[src/rtl/led_pattern_pkg.sv]
// -----------------------------------------------------------------------------
// led_pattern_pkg
// Shared definitions for the LED pattern generator and its receive-side
// monitor: mode encodings, bus width, LFSR tap mask and the single-step
// update function for every pattern mode.
// Ports: none (package).
// -----------------------------------------------------------------------------
package led_pattern_pkg;

  localparam int PATTERN_W = 8;
  localparam int NUM_MODES = 4;

  typedef enum logic [1:0] {
    MODE_BINARY  = 2'd0,
    MODE_SCANNER = 2'd1,
    MODE_LFSR    = 2'd2,
    MODE_ALT     = 2'd3
  } mode_e;

  // Feedback taps on bits 7, 5, 4 and 3.
  localparam logic [PATTERN_W-1:0] LFSR_TAPS = 8'b1011_1000;

  // Value the generator produces after p when running in the given mode.
  function automatic logic [PATTERN_W-1:0] next_pattern(input mode_e mode,
                                                        input logic [PATTERN_W-1:0] p);
    logic [PATTERN_W-1:0] r;
    r = '0;
    case (mode)
      MODE_BINARY: r = p + 8'd1;
      MODE_SCANNER: begin
        // 0x00 and the top end both restart the scan at bit 0.
        if (p == 8'h00 || p == 8'h80) r = 8'h01;
        else if (p < 8'h80)           r = p << 1;
        else                          r = p >> 1;
      end
      MODE_LFSR: begin
        // All-zero is the lock-up state, so it is kicked to 0x01.
        if (p == 8'h00) r = 8'h01;
        else            r = {p[6:0], ^(p & LFSR_TAPS)};
      end
      default: r = (p == 8'h55) ? 8'hAA : 8'h55;
    endcase
    return r;
  endfunction

endpackage

[src/rtl/led_pattern_monitor_if.sv]
// -----------------------------------------------------------------------------
// led_pattern_monitor_if
// Bundles the LED bus, enable and all monitor status outputs.
//   master : drives enable/led_inputs, observes the status outputs
//   slave  : the monitor itself
// -----------------------------------------------------------------------------
interface led_pattern_monitor_if;
  import led_pattern_pkg::*;

  logic                 enable;
  logic [PATTERN_W-1:0] led_inputs;
  logic [1:0]           mode_detected;
  logic                 locked;
  logic                 ambiguous;
  logic                 step_pulse;
  logic                 mismatch_pulse;
  logic [7:0]           period;

  modport master (
    output enable, led_inputs,
    input  mode_detected, locked, ambiguous, step_pulse, mismatch_pulse, period
  );

  modport slave (
    input  enable, led_inputs,
    output mode_detected, locked, ambiguous, step_pulse, mismatch_pulse, period
  );

endinterface

[src/rtl/led_pattern_predictor.sv]
// -----------------------------------------------------------------------------
// led_pattern_predictor
// Combinational: compares the newly sampled bus value against the successor
// of the previous value for every pattern mode.
//   prev_q : last accepted bus value
//   in_q   : current sampled bus value
//   match  : bit m set when in_q is mode m's successor of prev_q
// -----------------------------------------------------------------------------
module led_pattern_predictor
  import led_pattern_pkg::*;
(
  input  logic [PATTERN_W-1:0] prev_q,
  input  logic [PATTERN_W-1:0] in_q,
  output logic [NUM_MODES-1:0] match
);

  for (genvar gi = 0; gi < NUM_MODES; gi++) begin : g_mode
    localparam logic [1:0] MODE_IDX = 2'(gi);
    assign match[gi] = (in_q == next_pattern(mode_e'(MODE_IDX), prev_q));
  end

endmodule

[src/rtl/led_pattern_monitor.sv]
// -----------------------------------------------------------------------------
// led_pattern_monitor
// Samples the LED bus, detects pattern steps, scores each step against all
// generator modes and reports the locked mode and step period.
//   clock : rising-edge clock
//   reset : asynchronous active-high reset
//   bus   : slave side of led_pattern_monitor_if (enable, led_inputs in;
//           mode_detected, locked, ambiguous, step_pulse, mismatch_pulse,
//           period out)
// -----------------------------------------------------------------------------
module led_pattern_monitor
  import led_pattern_pkg::*;
#(
  parameter int LOCK_COUNT = 4,
  parameter int TIMEOUT    = 64
) (
  input  logic                  clock,
  input  logic                  reset,
  led_pattern_monitor_if.slave  bus
);

  localparam logic [3:0] LOCK_VAL    = 4'(LOCK_COUNT);
  localparam logic [7:0] TIMEOUT_VAL = 8'(TIMEOUT);

  logic [PATTERN_W-1:0]      in_q_reg, prev_q_reg;
  logic [7:0]                gap_reg, gap_next;
  logic [7:0]                period_reg, period_next;
  logic [NUM_MODES-1:0][3:0] conf_reg, conf_next;
  logic [NUM_MODES-1:0]      match, sat_next;
  logic [1:0]                mode_reg, mode_next;
  logic                      locked_reg, locked_next;
  logic                      ambiguous_reg, ambiguous_next;
  logic                      step_pulse_reg, mismatch_pulse_reg, mismatch_next;
  logic                      step, timeout;

  led_pattern_predictor u_predictor (
    .prev_q (prev_q_reg),
    .in_q   (in_q_reg),
    .match  (match)
  );

  assign step = bus.enable && (in_q_reg != prev_q_reg);

  // Gap/period tracking. A step resets the gap, so it also suppresses any
  // timeout that would otherwise land on the same cycle.
  always_comb begin
    gap_next    = gap_reg;
    period_next = period_reg;
    if (step) begin
      gap_next    = 8'd0;
      period_next = (gap_reg == 8'hFF) ? 8'hFF : gap_reg + 8'd1;
    end else if (gap_reg != 8'hFF) begin
      gap_next = gap_reg + 8'd1;
    end
  end

  // Fires only on the cycle the gap arrives at TIMEOUT, not while it sits there.
  assign timeout = !step && (gap_next == TIMEOUT_VAL) && (gap_reg != TIMEOUT_VAL);

  always_comb begin
    conf_next = conf_reg;
    for (int i = 0; i < NUM_MODES; i++) begin
      if (step) begin
        if (!match[i])                  conf_next[i] = 4'd0;
        else if (conf_reg[i] < LOCK_VAL) conf_next[i] = conf_reg[i] + 4'd1;
        else                            conf_next[i] = LOCK_VAL;
      end else if (timeout) begin
        conf_next[i] = 4'd0;
      end
    end
  end

  for (genvar gi = 0; gi < NUM_MODES; gi++) begin : g_sat
    assign sat_next[gi] = (conf_next[gi] == LOCK_VAL);
  end

  // Status is decoded from the post-update counters so it moves together
  // with the step that caused it.
  always_comb begin
    locked_next    = (sat_next != '0) && ((sat_next & (sat_next - 1'b1)) == '0);
    ambiguous_next = (sat_next != '0) && !locked_next;
    mode_next      = mode_reg;
    if (locked_next) begin
      for (int i = 0; i < NUM_MODES; i++) begin
        if (sat_next[i]) mode_next = 2'(i);
      end
    end
  end

  assign mismatch_next = step && locked_reg && !match[mode_reg];

  always_ff @(posedge clock or posedge reset) begin
    if (reset) begin
      in_q_reg           <= '0;
      prev_q_reg         <= '0;
      gap_reg            <= '0;
      period_reg         <= '0;
      conf_reg           <= '0;
      mode_reg           <= '0;
      locked_reg         <= 1'b0;
      ambiguous_reg      <= 1'b0;
      step_pulse_reg     <= 1'b0;
      mismatch_pulse_reg <= 1'b0;
    end else if (bus.enable) begin
      in_q_reg           <= bus.led_inputs;
      if (step) prev_q_reg <= in_q_reg;
      gap_reg            <= gap_next;
      period_reg         <= period_next;
      conf_reg           <= conf_next;
      mode_reg           <= mode_next;
      locked_reg         <= locked_next;
      ambiguous_reg      <= ambiguous_next;
      step_pulse_reg     <= step;
      mismatch_pulse_reg <= mismatch_next;
    end else begin
      // Pulses must not reappear when enable returns.
      step_pulse_reg     <= 1'b0;
      mismatch_pulse_reg <= 1'b0;
    end
  end

  assign bus.mode_detected  = mode_reg;
  assign bus.locked         = locked_reg;
  assign bus.ambiguous      = ambiguous_reg;
  assign bus.period         = period_reg;
  assign bus.step_pulse     = step_pulse_reg && bus.enable;
  assign bus.mismatch_pulse = mismatch_pulse_reg && bus.enable;

endmodule

[src/flat_wrapper.sv]
// flat-port wrapper written by rule: the top's interface ports become plain ports
module led_pattern_monitor_flat import led_pattern_pkg::*;
#(
  parameter int LOCK_COUNT = 4,
  parameter int TIMEOUT    = 64
)
  (clock, reset, bus_enable, bus_led_inputs, bus_mode_detected, bus_locked, bus_ambiguous, bus_step_pulse, bus_mismatch_pulse, bus_period);
  led_pattern_monitor_if bus_i ();
  input  logic clock;
  input  logic reset;
  input wire logic [$bits(bus_i.enable)-1:0] bus_enable;
  input wire logic [$bits(bus_i.led_inputs)-1:0] bus_led_inputs;
  output wire logic [$bits(bus_i.mode_detected)-1:0] bus_mode_detected;
  output wire logic [$bits(bus_i.locked)-1:0] bus_locked;
  output wire logic [$bits(bus_i.ambiguous)-1:0] bus_ambiguous;
  output wire logic [$bits(bus_i.step_pulse)-1:0] bus_step_pulse;
  output wire logic [$bits(bus_i.mismatch_pulse)-1:0] bus_mismatch_pulse;
  output wire logic [$bits(bus_i.period)-1:0] bus_period;
  assign bus_i.enable = bus_enable;
  assign bus_i.led_inputs = bus_led_inputs;
  assign bus_mode_detected = bus_i.mode_detected;
  assign bus_locked = bus_i.locked;
  assign bus_ambiguous = bus_i.ambiguous;
  assign bus_step_pulse = bus_i.step_pulse;
  assign bus_mismatch_pulse = bus_i.mismatch_pulse;
  assign bus_period = bus_i.period;
  led_pattern_monitor #(.LOCK_COUNT(LOCK_COUNT), .TIMEOUT(TIMEOUT)) u_core (.clock(clock), .reset(reset), .bus(bus_i));
endmodule
[config.mk]
export PLATFORM = sky130hd
export DESIGN_NAME = led_pattern_monitor_flat
export DESIGN_NICKNAME = d
export VERILOG_FILES = /design/src/rtl/led_pattern_pkg.sv /design/src/rtl/led_pattern_monitor_if.sv /design/src/rtl/led_pattern_predictor.sv /design/src/rtl/led_pattern_monitor.sv /design/src/flat_wrapper.sv
export SDC_FILE = /design/constraint.sdc
export NUM_CORES = 1
export LEC_CHECK = 0
export ABC_AREA = 1
export BUFFER_PORTS_ARGS = -buffer_cell sky130_fd_sc_hd__buf_2
export CAP_MARGIN = 20
export CORE_ASPECT_RATIO = 1.25
export CORE_MARGIN = 3
export CORE_UTILIZATION = 29
export DETAILED_ROUTE_END_ITERATION = 10
export PLACE_DENSITY_LB_ADDON = 0.05
export SYNTH_ARGS = -nofsm -noshare
export SYNTH_HDL_FRONTEND = slang
export SYNTH_SLANG_ARGS = --single-unit
[constraint.sdc]
create_clock -name clock -period 3.7 [get_ports clock]
set_clock_uncertainty 0.15 [all_clocks]
set_input_delay 0.555 -clock clock [delete_from_list [all_inputs] [get_ports clock]]
set_output_delay 0.555 -clock clock [all_outputs]
set_load 0.02 [all_outputs]
==> run_summary.xml <==
<?xml version="1.0" encoding="UTF-8"?>
<metrics>
  <group name="synthesis">
    <metric name="synth_warnings" unit="">0</metric>
    <metric name="netlist.top_cell.by_area" unit="">sky130_fd_sc_hd__dfrtp_1</metric>
    <metric name="post_synth_main_area_contributors" unit="">sky130_fd_sc_hd__dfrtp_1 36%, sky130_fd_sc_hd__nand2_1 19%, sky130_fd_sc_hd__nand3_1 6.3%, sky130_fd_sc_hd__o21ai_0 5.7%, sky130_fd_sc_hd__nor2_1 5.6%</metric>
    <metric name="post_synth_fa_ha_maj_area_fraction" unit="">0.0434</metric>
    <metric name="synth_compound_gate_area_share" unit="">0.0985</metric>
    <metric name="synth_area_per_cell" unit="µm²">6.72</metric>
    <metric name="synth_unique_cells" unit="">36</metric>
    <metric name="main_synth_ff_type" unit="">sky130_fd_sc_hd__dfrtp_1</metric>
    <metric name="synthesis.area" unit="µm²">3750</metric>
    <metric name="postSynthCellCount" unit="">558</metric>
    <metric name="portion_of_the_post_synthesis_area_used_by_sequential_elements" unit="">0.361</metric>
    <metric name="synth_top_family_by_area" unit="">simple AND/OR/NAND/NOR gates</metric>
    <metric name="postSynth.asyncResetShare" unit="">1.00</metric>
    <metric name="synth_simple_gate_area_share" unit="">0.390</metric>
    <metric name="ys_seq_elements" unit="">54</metric>
    <metric name="post_synth_mux_area_share" unit="">0</metric>
    <metric name="syn-num-nets" unit="">582</metric>
    <metric name="synth_xor_xnor_area_share" unit="">0.0140</metric>
    <metric name="number_of_synthesized_flops_with_an_enable_pin" unit="">0</metric>
    <metric name="synth.top_cell.area_share" unit="">0.361</metric>
  </group>
  <group name="timing">
    <metric name="layout_setup_ws" unit="ns">0.592</metric>
    <metric name="report.final.setup_viol" unit="">0</metric>
    <metric name="layout_worst_path_cycle_share" unit="">0.840</metric>
    <metric name="timing.setup.tns" unit="ns">0</metric>
    <metric name="final_max_slew_viol_count" unit="">0</metric>
    <metric name="max_freq" unit="GHz">0.322</metric>
    <metric name="final.min_clock_period" unit="ns">3.11</metric>
    <metric name="relSlewSlack" unit="">0.603</metric>
    <metric name="final_hold_viol_count" unit="">0</metric>
    <metric name="worst_pin_slew" unit="ns">0.594</metric>
    <metric name="grt_setup_unrepaired" unit="">no</metric>
  </group>
  <group name="cts">
    <metric name="hold_buffers" unit="">0</metric>
    <metric name="post-cts-setup-buffers" unit="">0</metric>
    <metric name="clock_latency" unit="ns">0.30</metric>
    <metric name="clock_root_buffer" unit="">sky130_fd_sc_hd__clkbuf_16</metric>
    <metric name="numCtsBuffers" unit="">5</metric>
    <metric name="cts.sink_count" unit="">54</metric>
    <metric name="htree_num_levels" unit="">2</metric>
    <metric name="path_clk_slew" unit="ns">0.08</metric>
    <metric name="tritoncts_clock_tree" unit="">yes</metric>
    <metric name="cts_resized" unit="">0</metric>
    <metric name="cts_buffer_depth" unit="">2</metric>
  </group>
  <group name="drt">
    <metric name="viasPerCell" unit="">4.71</metric>
    <metric name="drt_iter0_drc" unit="">151</metric>
    <metric name="postRouteWirelength" unit="µm">10500</metric>
    <metric name="detail_route.wl_per_cell" unit="µm">14.3</metric>
    <metric name="routed-via-count" unit="">3484</metric>
    <metric name="post-route-drc-count" unit="">0</metric>
    <metric name="drt-pass1-iter-count" unit="">4</metric>
    <metric name="detail-route-antenna-nets" unit="">0</metric>
  </group>
  <group name="power">
    <metric name="power-per-cell-area" unit="nW/µm²">378</metric>
    <metric name="vdd_drop_max" unit="µV">170</metric>
    <metric name="switching_power" unit="µW">547</metric>
    <metric name="p_seq_frac" unit="">0.447</metric>
    <metric name="power.share.combinational" unit="">0.247</metric>
    <metric name="p_leak" unit="µW">0.00211</metric>
    <metric name="clockPowerShare" unit="">0.307</metric>
    <metric name="cellInternalPower" unit="µW">1010</metric>
    <metric name="p_sw_frac" unit="">0.350</metric>
  </group>
  <group name="place">
    <metric name="post-place-ws" unit="ns">0.582</metric>
    <metric name="place_inst" unit="">731</metric>
    <metric name="dpl.hpwl" unit="µm">7870</metric>
    <metric name="placement.io_buffers" unit="">24</metric>
    <metric name="gp_routability_congestion" unit="">0.788</metric>
  </group>
  <group name="run_status">
    <metric name="run_status" unit="">finished, final reports clean</metric>
  </group>
  <group name="setup_path">
    <metric name="arrival" unit="ns">3.13</metric>
    <metric name="worst-setup-path-type" unit="">flop to flop</metric>
    <metric name="critPathCaptureType" unit="">flop</metric>
    <metric name="cp_data_required_time" unit="ns">3.72</metric>
    <metric name="r2r_end" unit="">u_core.bus.locked</metric>
    <metric name="reg2regPathDepth" unit="">19</metric>
    <metric name="timing.rr.start" unit="">u_core.gap_reg[1]</metric>
    <metric name="crit_path_max_fanout" unit="">15</metric>
    <metric name="crit_path_start" unit="">u_core.gap_reg[1]</metric>
    <metric name="setup.worst_path.end" unit="">u_core.bus.locked</metric>
    <metric name="cp-start-kind" unit="">flop</metric>
    <metric name="ff_to_ff_setup_slack" unit="ns">0.59</metric>
  </group>
  <group name="layout">
    <metric name="fraction_of_layout_instances_using_a_drive_strength_above_1" unit="">0.137</metric>
    <metric name="net_count_of_the_finished_layout" unit="">598</metric>
    <metric name="mostFrequentLayoutCell" unit="">sky130_fd_sc_hd__nand2_1</metric>
    <metric name="largest_register_ff_count" unit="">16</metric>
    <metric name="final_cell_mix" unit="">194 x sky130_fd_sc_hd__nand2_1, 56 x sky130_fd_sc_hd__nor2_1, 54 x sky130_fd_sc_hd__dfrtp_1, 47 x sky130_fd_sc_hd__nand3_1, 45 x sky130_fd_sc_hd__inv_1</metric>
    <metric name="syn2layout_area_growth" unit="%">10.3</metric>
    <metric name="final-instance-count-excl-fill" unit="">739</metric>
    <metric name="antenna_cells" unit="">0</metric>
  </group>
  <group name="floorplanning">
    <metric name="fp.dieH" unit="µm">133</metric>
    <metric name="placementRows" unit="">45</metric>
    <metric name="effective_utilization_at_floorplan" unit="">0.303</metric>
    <metric name="core-area" unit="µm²">12400</metric>
    <metric name="ios" unit="">25</metric>
    <metric name="die_width" unit="µm">108</metric>
    <metric name="floorplan.die_area" unit="µm²">14300</metric>
  </group>
  <group name="global_routing">
    <metric name="met3_track_demand_over_resource_in_global_routing" unit="">0.0204</metric>
    <metric name="grt_util_met2" unit="">0.255</metric>
    <metric name="grt_first_pass_wirelength" unit="µm">17900</metric>
    <metric name="grt-ovfl-total" unit="">0</metric>
    <metric name="number_of_global_route_vias_before_repair" unit="">3454</metric>
    <metric name="globalRoute.busiestLayer" unit="">met2</metric>
    <metric name="grt_start_max_net_pins" unit="">45</metric>
    <metric name="gr-usage-all-layers" unit="">0.156</metric>
    <metric name="antenna_found_initial" unit="">0</metric>
    <metric name="grt_use_met1" unit="">0.215</metric>
  </group>
  <group name="hold_path">
    <metric name="classification_of_the_worst_slack_hold_path" unit="">input pin to asynchronous set/reset pin</metric>
  </group>
  <group name="flow_run">
    <metric name="number_of_max_capacitance_violations_reported" unit="">0</metric>
  </group>
</metrics>
## area by class of cell
type	instances	area, µm²
multi-input combinational	423	2040
timing repair buffer	29	158
inverter	61	229
fill	1393	8250
sequential	54	1350
tap	164	205
clock inverter	3	21.3
clock buffer	5	125
## cells in the mapped netlist, types with 2 or more instances
cell type,n
sky130_fd_sc_hd__a21oi_1,2
sky130_fd_sc_hd__nand3_1,47
sky130_fd_sc_hd__a21oi_2,3
sky130_fd_sc_hd__clkbuf_1,9
sky130_fd_sc_hd__buf_2,5
sky130_fd_sc_hd__o22ai_1,3
sky130_fd_sc_hd__nand2_2,6
sky130_fd_sc_hd__xnor2_1,4
sky130_fd_sc_hd__inv_2,15
sky130_fd_sc_hd__nor3_1,6
sky130_fd_sc_hd__ha_1,13
sky130_fd_sc_hd__o21ai_0,43
sky130_fd_sc_hd__nor2_2,11
sky130_fd_sc_hd__nand2_1,194
sky130_fd_sc_hd__nor2_1,56
sky130_fd_sc_hd__dfrtp_1,54
sky130_fd_sc_hd__a31oi_1,6
sky130_fd_sc_hd__xor2_1,2
sky130_fd_sc_hd__o21ai_1,3
sky130_fd_sc_hd__o21bai_1,2
sky130_fd_sc_hd__buf_6,5
sky130_fd_sc_hd__inv_1,46
sky130_fd_sc_hd__nand3_2,3
sky130_fd_sc_hd__nand4_1,8
## worst min-delay path by stage
stage | from | end | slack [ns]
finish | reset | u_core.gap_reg[6] | 0.15
global placement | u_core.bus.period[6] | u_core.bus.period[6] | 0.31
CTS | reset | u_core.bus.period[6] | 0.17
floorplan | u_core.conf_reg[11] | u_core.conf_reg[11] | 0.32
detailed placement | u_core.bus.period[7] | u_core.bus.period[7] | 0.33
global route | reset | u_core.bus.period[6] | 0.20
## layer usage
| layer | wire [µm] | vias to the layer above | share of wire |
|---|---|---|---|
| met1 | 5120 | 1617 | 0.49 |
| met4 | 163 | 0 | 0.015 |
| li1 | - | 1807 | - |
| met3 | 273 | 13 | 0.026 |
| met2 | 4980 | 47 | 0.47 |
| met5 | 0 | - | 0 |
## per-stage QoR
| stage | total power [µW] | hold WS (ns) | utilization | instance area [µm²] |
|---|---|---|---|---|
| global route | 1670 | 0.200 | 0.334 | 4130 |
| global placement | 1100 | 0.313 | 0.322 | 3990 |
| detailed placement | 1100 | 0.326 | 0.322 | 3990 |
| finish | 1560 | 0.152 | 0.334 | 4130 |
| floorplan | 987 | 0.322 | - | 3750 |
| CTS | 1590 | 0.169 | 0.334 | 4130 |
## power by group through the flow
stage               combinational (µW)  clock (µW)  sequential [µW]
global placement                   391           0              710
detailed placement                 391           0              710
finish                             385         479              698
floorplan                          290           0              697
CTS                                392         502              699
global route                       448         517              707
## critical path, cell delays in order (launching register included)
cell,delay (ns)
sky130_fd_sc_hd__dfrtp_1,0.40
sky130_fd_sc_hd__ha_1,0.22
sky130_fd_sc_hd__nand3_1,0.15
sky130_fd_sc_hd__inv_2,0.09
sky130_fd_sc_hd__nand2_2,0.15
sky130_fd_sc_hd__ha_1,0.33
sky130_fd_sc_hd__nor2_1,0.09
sky130_fd_sc_hd__nand2_1,0.07
sky130_fd_sc_hd__nor2_2,0.12
sky130_fd_sc_hd__nand4_4,0.28
sky130_fd_sc_hd__nand2_1,0.17
sky130_fd_sc_hd__inv_1,0.06
sky130_fd_sc_hd__nand2_1,0.07
sky130_fd_sc_hd__nand2_1,0.05
sky130_fd_sc_hd__nor2_1,0.19
sky130_fd_sc_hd__nand2_1,0.07
sky130_fd_sc_hd__nand2_1,0.08
sky130_fd_sc_hd__nand2_2,0.08
sky130_fd_sc_hd__nand3_2,0.08
sky130_fd_sc_hd__o21ai_1,0.06
## logic make-up (layout without fill, tap and decap cells)
family	Yosys count	in the layout
xor+xnor	6	6
fa+ha+maj	13	13
simple gates	338	338
buf+inv	81	98
flops	54	54
compound gates	66	66
Note: power is estimated with default switching activity, not from simulation.
